## src/rtl/dcache_line_writer.sv

```systemverilog
// AXI4 write-channel initiator: takes one cache line from the memory stage and
// emits it as a single INCR burst on AW/W, then reports the B response.
module dcache_line_writer #(
    parameter int ADDR_WIDTH = 64,
    parameter int DATA_WIDTH = 64,
    parameter int LINE_WORDS = 8
) (
    input  logic                             clk,
    input  logic                             reset,
    input  logic                             req_valid,
    output logic                             req_ready,
    input  logic [ADDR_WIDTH-1:0]            req_addr,
    input  logic [LINE_WORDS*DATA_WIDTH-1:0] req_line,
    output logic                             write_done,
    output logic                             write_err,
    output logic                             m_axi_awvalid,
    input  logic                             m_axi_awready,
    output logic [ADDR_WIDTH-1:0]            m_axi_awaddr,
    output logic [7:0]                       m_axi_awlen,
    output logic [2:0]                       m_axi_awsize,
    output logic [1:0]                       m_axi_awburst,
    output logic                             m_axi_wvalid,
    input  logic                             m_axi_wready,
    output logic [DATA_WIDTH-1:0]            m_axi_wdata,
    output logic [DATA_WIDTH/8-1:0]          m_axi_wstrb,
    output logic                             m_axi_wlast,
    input  logic                             m_axi_bvalid,
    output logic                             m_axi_bready,
    input  logic [1:0]                       m_axi_bresp
);

    localparam int BEAT_BYTES = DATA_WIDTH / 8;
    localparam int LINE_BYTES = LINE_WORDS * BEAT_BYTES;
    localparam int BEAT_W     = (LINE_WORDS > 1) ? $clog2(LINE_WORDS) : 1;

    localparam logic [BEAT_W-1:0]     LAST_BEAT = BEAT_W'(LINE_WORDS - 1);
    localparam logic [ADDR_WIDTH-1:0] LINE_MASK = ADDR_WIDTH'(LINE_BYTES - 1);

    typedef enum logic [1:0] {
        S_IDLE,
        S_ADDR,
        S_DATA,
        S_RESP
    } state_e;

    state_e                           state_q, state_d;
    logic [BEAT_W-1:0]                beat_q, beat_d;
    logic [LINE_WORDS*DATA_WIDTH-1:0] line_q, line_d;
    logic [ADDR_WIDTH-1:0]            awaddr_q, awaddr_d;
    logic                             done_q, done_d;
    logic                             err_q, err_d;

    // Only bresp[1] distinguishes error from success; bresp[0] is don't-care.
    logic unused_bresp0;
    assign unused_bresp0 = m_axi_bresp[0];

    // NOTE: every variable gets a default before the case so no path leaves it
    // unassigned; otherwise synthesis infers a latch to hold the old value.
    always_comb begin
        state_d  = state_q;
        beat_d   = beat_q;
        line_d   = line_q;
        awaddr_d = awaddr_q;
        done_d   = 1'b0;
        err_d    = 1'b0;

        case (state_q)
            S_IDLE: begin
                if (req_valid) begin
                    line_d   = req_line;
                    awaddr_d = req_addr & ~LINE_MASK;
                    state_d  = S_ADDR;
                end
            end
            S_ADDR: begin
                if (m_axi_awready) begin
                    beat_d  = '0;
                    state_d = S_DATA;
                end
            end
            S_DATA: begin
                if (m_axi_wready) begin
                    if (beat_q == LAST_BEAT) begin
                        state_d = S_RESP;
                    end else begin
                        beat_d = beat_q + 1'b1;
                    end
                end
            end
            S_RESP: begin
                if (m_axi_bvalid) begin
                    done_d  = 1'b1;
                    err_d   = m_axi_bresp[1];
                    state_d = S_IDLE;
                end
            end
            default: state_d = S_IDLE;
        endcase
    end

    // NOTE: the line buffer is reset too because wdata is read straight out of
    // it and must be zero after reset; a pure data store would normally skip this.
    always_ff @(posedge clk) begin
        if (reset) begin
            state_q  <= S_IDLE;
            beat_q   <= '0;
            line_q   <= '0;
            awaddr_q <= '0;
            done_q   <= 1'b0;
            err_q    <= 1'b0;
        end else begin
            // NOTE: non-blocking assignments so every register samples the
            // pre-edge values, independent of statement order.
            state_q  <= state_d;
            beat_q   <= beat_d;
            line_q   <= line_d;
            awaddr_q <= awaddr_d;
            done_q   <= done_d;
            err_q    <= err_d;
        end
    end

    assign req_ready  = (state_q == S_IDLE) && !reset;
    assign write_done = done_q;
    assign write_err  = err_q;

    assign m_axi_awvalid = (state_q == S_ADDR);
    assign m_axi_awaddr  = awaddr_q;
    assign m_axi_awlen   = 8'(LINE_WORDS - 1);
    assign m_axi_awsize  = 3'($clog2(BEAT_BYTES));
    assign m_axi_awburst = 2'b01;

    assign m_axi_wvalid = (state_q == S_DATA);
    assign m_axi_wdata  = line_q[beat_q*DATA_WIDTH +: DATA_WIDTH];
    assign m_axi_wstrb  = '1;
    assign m_axi_wlast  = (state_q == S_DATA) && (beat_q == LAST_BEAT);

    assign m_axi_bready = (state_q == S_RESP);

endmodule
```

## config.mk

```make
export PLATFORM = sky130hd
export DESIGN_NAME = dcache_line_writer
export DESIGN_NICKNAME = d
export VERILOG_FILES = /design/src/rtl/dcache_line_writer.sv
export SDC_FILE = /design/constraint.sdc
export NUM_CORES = 1
export LEC_CHECK = 0
export CAP_MARGIN = 20
export CORE_AREA = 2 2 286 288
export DETAILED_ROUTE_END_ITERATION = 12
export DIE_AREA = 0 0 288 290
export PLACE_DENSITY = 0.53
export SYNTH_ARGS = -nofsm -noshare
export SYNTH_HDL_FRONTEND = slang
export SYNTH_SLANG_ARGS = --single-unit
```

## constraint.sdc

```tcl
create_clock -name clk -period 1.75 [get_ports clk]
set_clock_uncertainty 0.15 [all_clocks]
set_input_delay 0.175 -clock clk [delete_from_list [all_inputs] [get_ports clk]]
set_output_delay 0.175 -clock clk [all_outputs]
set_load 0.02 [all_outputs]
```

==> results.tsv <==
stage	metric	value	unit
placed_design	port_buffers	705	
route	wl_met3	6.380	mm
worst_hold_path	hp-class	input port to register	
route	wire_per_inst	20.52	um
yosys	synth_edf_count	0	
grt	grt_pass1_vias	24520	
finish	seqCellArea	11560	um^2
power_and_ir_drop	vdd_drop_max	797.1	uV
worst_setup_path	critPathKind	register to output port	
grt	grt_max_degree	145	
clock_tree	path_clk_slew	0.06	ns
yosys	ys.warnings.count	0	
route	drtIter0Drc	1775	
route	vias	24830	
yosys	synth_area_leader_cell	dfxtp_1	
sta	final-hold-violation-count	0	
sta	relSlewSlack	0.5119	
finish	fin_cells	5138	
floorplan	core.rowCount	104	
yosys	synth_top_area_share	0.4862	
route	antenna_left	0	
sta	period_minus_slack	2.763	ns
yosys	avgSynthCellArea	8.556	um^2
grt	grt_overflow_total	0	
sta	setup_slack	-1.013	ns
sta	worst_pin_slew	0.7321	ns
clock_tree	cts_tree	done	
sta	drv_slew	0	
sta	rsz0062_at_grt	true	
placed_design	pre_cts_ws	-0.7316	ns
grt	antenna_found_initial	13	
floorplan	core_area	80160	um^2
worst_setup_path	path_cells	buf_12 -> buf_12 -> clkbuf_16 -> buf_12 -> mux4_2 -> mux2_4 -> buf_6	
worst_setup_path	slowest_stage	mux4_2	
yosys	synth_cell_types	28	
sta	min_period_over_period	1.579	
sta	max_freq	0.3619	GHz
status	violations	negative setup slack	
finish	synthToLayoutAreaGrowth	83.44	%
finish	nFillCells	7119	
route	first_pass_iters	7	
yosys	ys_ff_latch	577	
job	max_cap_violations	0	
grt	grt_pass1_wl	145.2	mm
finish	layout-drive-gt1-share	0.2161	
yosys	yosys.area_share.adder	0.004213	
yosys	yosys-top-cells-area	dfxtp_1 (49%), nand2_1 (18%), mux4_2 (12%), a21oi_1 (12%), mux2_2 (3.0%)	
placed_design	place_congestion	0.8345	
route	viasPerCell	4.833	
placed_design	dp_hpwl	65.35	mm
yosys	synth_top_family_by_area	simple AND/OR/NAND/NOR gates	
yosys	synth_async_sr_flop_share	0	
route	totalWireLength	105.4	mm
yosys	synthFlopType	dfxtp_1	
power_and_ir_drop	leakage	17.01	nW
floorplan	die-area	83520	um^2
yosys	synth_cells	2777	
finish	num-nets-final	4611	
power_and_ir_drop	p_total	0.05481	W
clock_tree	root_buffer	clkbuf_16	
worst_setup_path	critPathMostFrequentCell	buf_12	
floorplan	initial_core_util	0.2964	
worst_setup_path	crit_fanout	8	
sta	setup_viol	597	
yosys	yosys.area_share.simple	0.1838	
yosys	synth_xor_area_frac	0	
yosys	synth-compound-area-share	0.1227	
worst_setup_path	crit_required	1.42	ns
clock_tree	h-tree-depth	3	
worst_setup_path	crit_path_max_incr_delay	0.50	ns
floorplan	die_h	290	um
route	drc_errors	0	
route	highest_layer	met5	
clock_tree	cts.path.max_buffers	3	
yosys	netlist_area	23760	um^2
sta	hold_ws	0.01099	ns
worst_setup_path	endpoint_kind	output port	
clock_tree	insertion_delay	0.60	ns
worst_setup_path	worstPathArrival	2.44	ns
placed_design	dpl.cell_count	4444	
yosys	yosysSeqAreaShare	0.4862	
grt	grtUsageTotal	0.2251	
finish	postLayoutCoreUtil	0.5437	
route	dr_wl_met2	51.45	mm
finish	multi_input_area	12300	um^2
floorplan	die_x	288	um
clock_tree	cts_buffers	68	
floorplan	ios	740	
status	outcome	complete, but fails checks	
yosys	synthMuxAreaShare	0.1521	
clock_tree	cts.sinks	577	
power_and_ir_drop	p_per_area	1258	nW/um^2
route	met1_length	43.86	mm
worst_setup_path	cp-start-kind	register	
[routing by layer]
| metal | vias to the layer above | GRT usage |
|---|---|---|
| met5 | - | 0 |
| met4 | 8 | 0.09023 |
| met3 | 203 | 0.04308 |
| met2 | 849 | 0.3817 |
| met1 | 12010 | 0.2797 |
| li1 | 11770 | - |
[worst paths after layout]
path	cells past startpoint	from	to	slack [ns]
hold reg to reg	2	m_axi_awaddr[39]	m_axi_awaddr[39]	0.30
hold / removal	3	req_line[23]	line_q[23]	0.01
setup / recovery	7	beat_q[0]	m_axi_wdata[46]	-1.01
setup reg to reg	11	beat_q[0]	beat_q[0]	-0.40
[registers in the layout, summed over array words and instances (netlist names)]
register,cells
state_q,2
m_axi_awaddr,58
line_q,512
write_done,1
write_err,1
beat_q,3
[worst max-delay path: cells and delay by family (launching register included)]
| kind | cells | cell delay (ns) |
|---|---|---|
| DFF | 1 | 0.37 |
| buffers and inverters | 5 | 0.67 |
| muxes | 2 | 0.80 |
[report_power, final]
group	switching (W)	internal, W
Combinational	0.0110	0.0127
Clock	0.00580	0.00811
Sequential	0.00158	0.0156
[timing repair]
| action | 4_1_cts | 5_1_grt |
|---|---|---|
| hold buffers | 399 | 1 |
| gates cloned | 28 | 54 |
| gates resized for setup | 370 | 544 |
| pin swaps | 8 | 129 |
| buffers inserted | 26 | 64 |
| endpoints found under the setup margin | 645 | 644 |
| endpoints found under the hold margin | 441 | 1 |
[cell type report]
cell class | count | area share
repair buffers | 1401 | 0.3709
multi-input cells | 1963 | 0.2821
flip-flops and latches | 577 | 0.2653
clock buffers | 99 | 0.04593
well taps | 1060 | 0.03043
clock inverters | 20 | 0.003761
inverters | 8 | 0.0009186
diodes | 10 | 0.0005742
[cell usage after synthesis (2+ instances only)]
cell type / instances
nand2_1: 1141
dfxtp_1: 577
a21oi_1: 573
clkbuf_1: 178
mux4_2: 128
mux2_2: 64
buf_2: 29
buf_4: 27
buf_6: 11
buf_1: 9
ha_1: 8
inv_1: 8
and2_1: 3
nand2b_1: 3
nor2_1: 3
conb_1: 2
nand3_1: 2
[placed cells by master (no fill, tap or decap), types with 3 or more instances in the layout]
cell	n
a21oi_1	478
a21oi_2	95
buf_12	77
buf_16	47
buf_2	15
buf_4	71
buf_6	92
buf_8	17
clkbuf_1	16
clkbuf_16	115
clkbuf_8	12
clkdlybuf4s50_1	575
clkinv_2	12
conb_1	27
dfxtp_1	572
dfxtp_4	3
diode_2	10
dlygate4sd2_1	59
dlygate4sd3_1	400
ha_4	6
inv_1	5
inv_6	3
mux2_2	25
mux2_4	39
mux4_2	128
nand2_1	1041
nand2_2	38
nand2_4	61
[cell families (layout without fill, tap and decap cells)]
| group | count (synthesis) | in the layout |
|---|---|---|
| multiplexers | 193 | 193 |
| AO/OA/AOI/OAI | 579 | 579 |
| AND/OR/NAND/NOR | 1156 | 1156 |
| flip-flops | 577 | 577 |
| other | 2 | 37 |
| adder cells (fa/ha/maj) | 8 | 8 |
| buffers and inverters | 262 | 1528 |
[through the flow]
step	area, um^2	TNS (ns)
6_report	43580	-106.10
5_1_grt	43580	-148.61
4_1_cts	40250	-106.58
3_5_place_dp	32820	-60.27
3_3_place_gp	32820	-55.69
2_1_floorplan	23980	-9.340
Power figures use the tool's default switching activity.
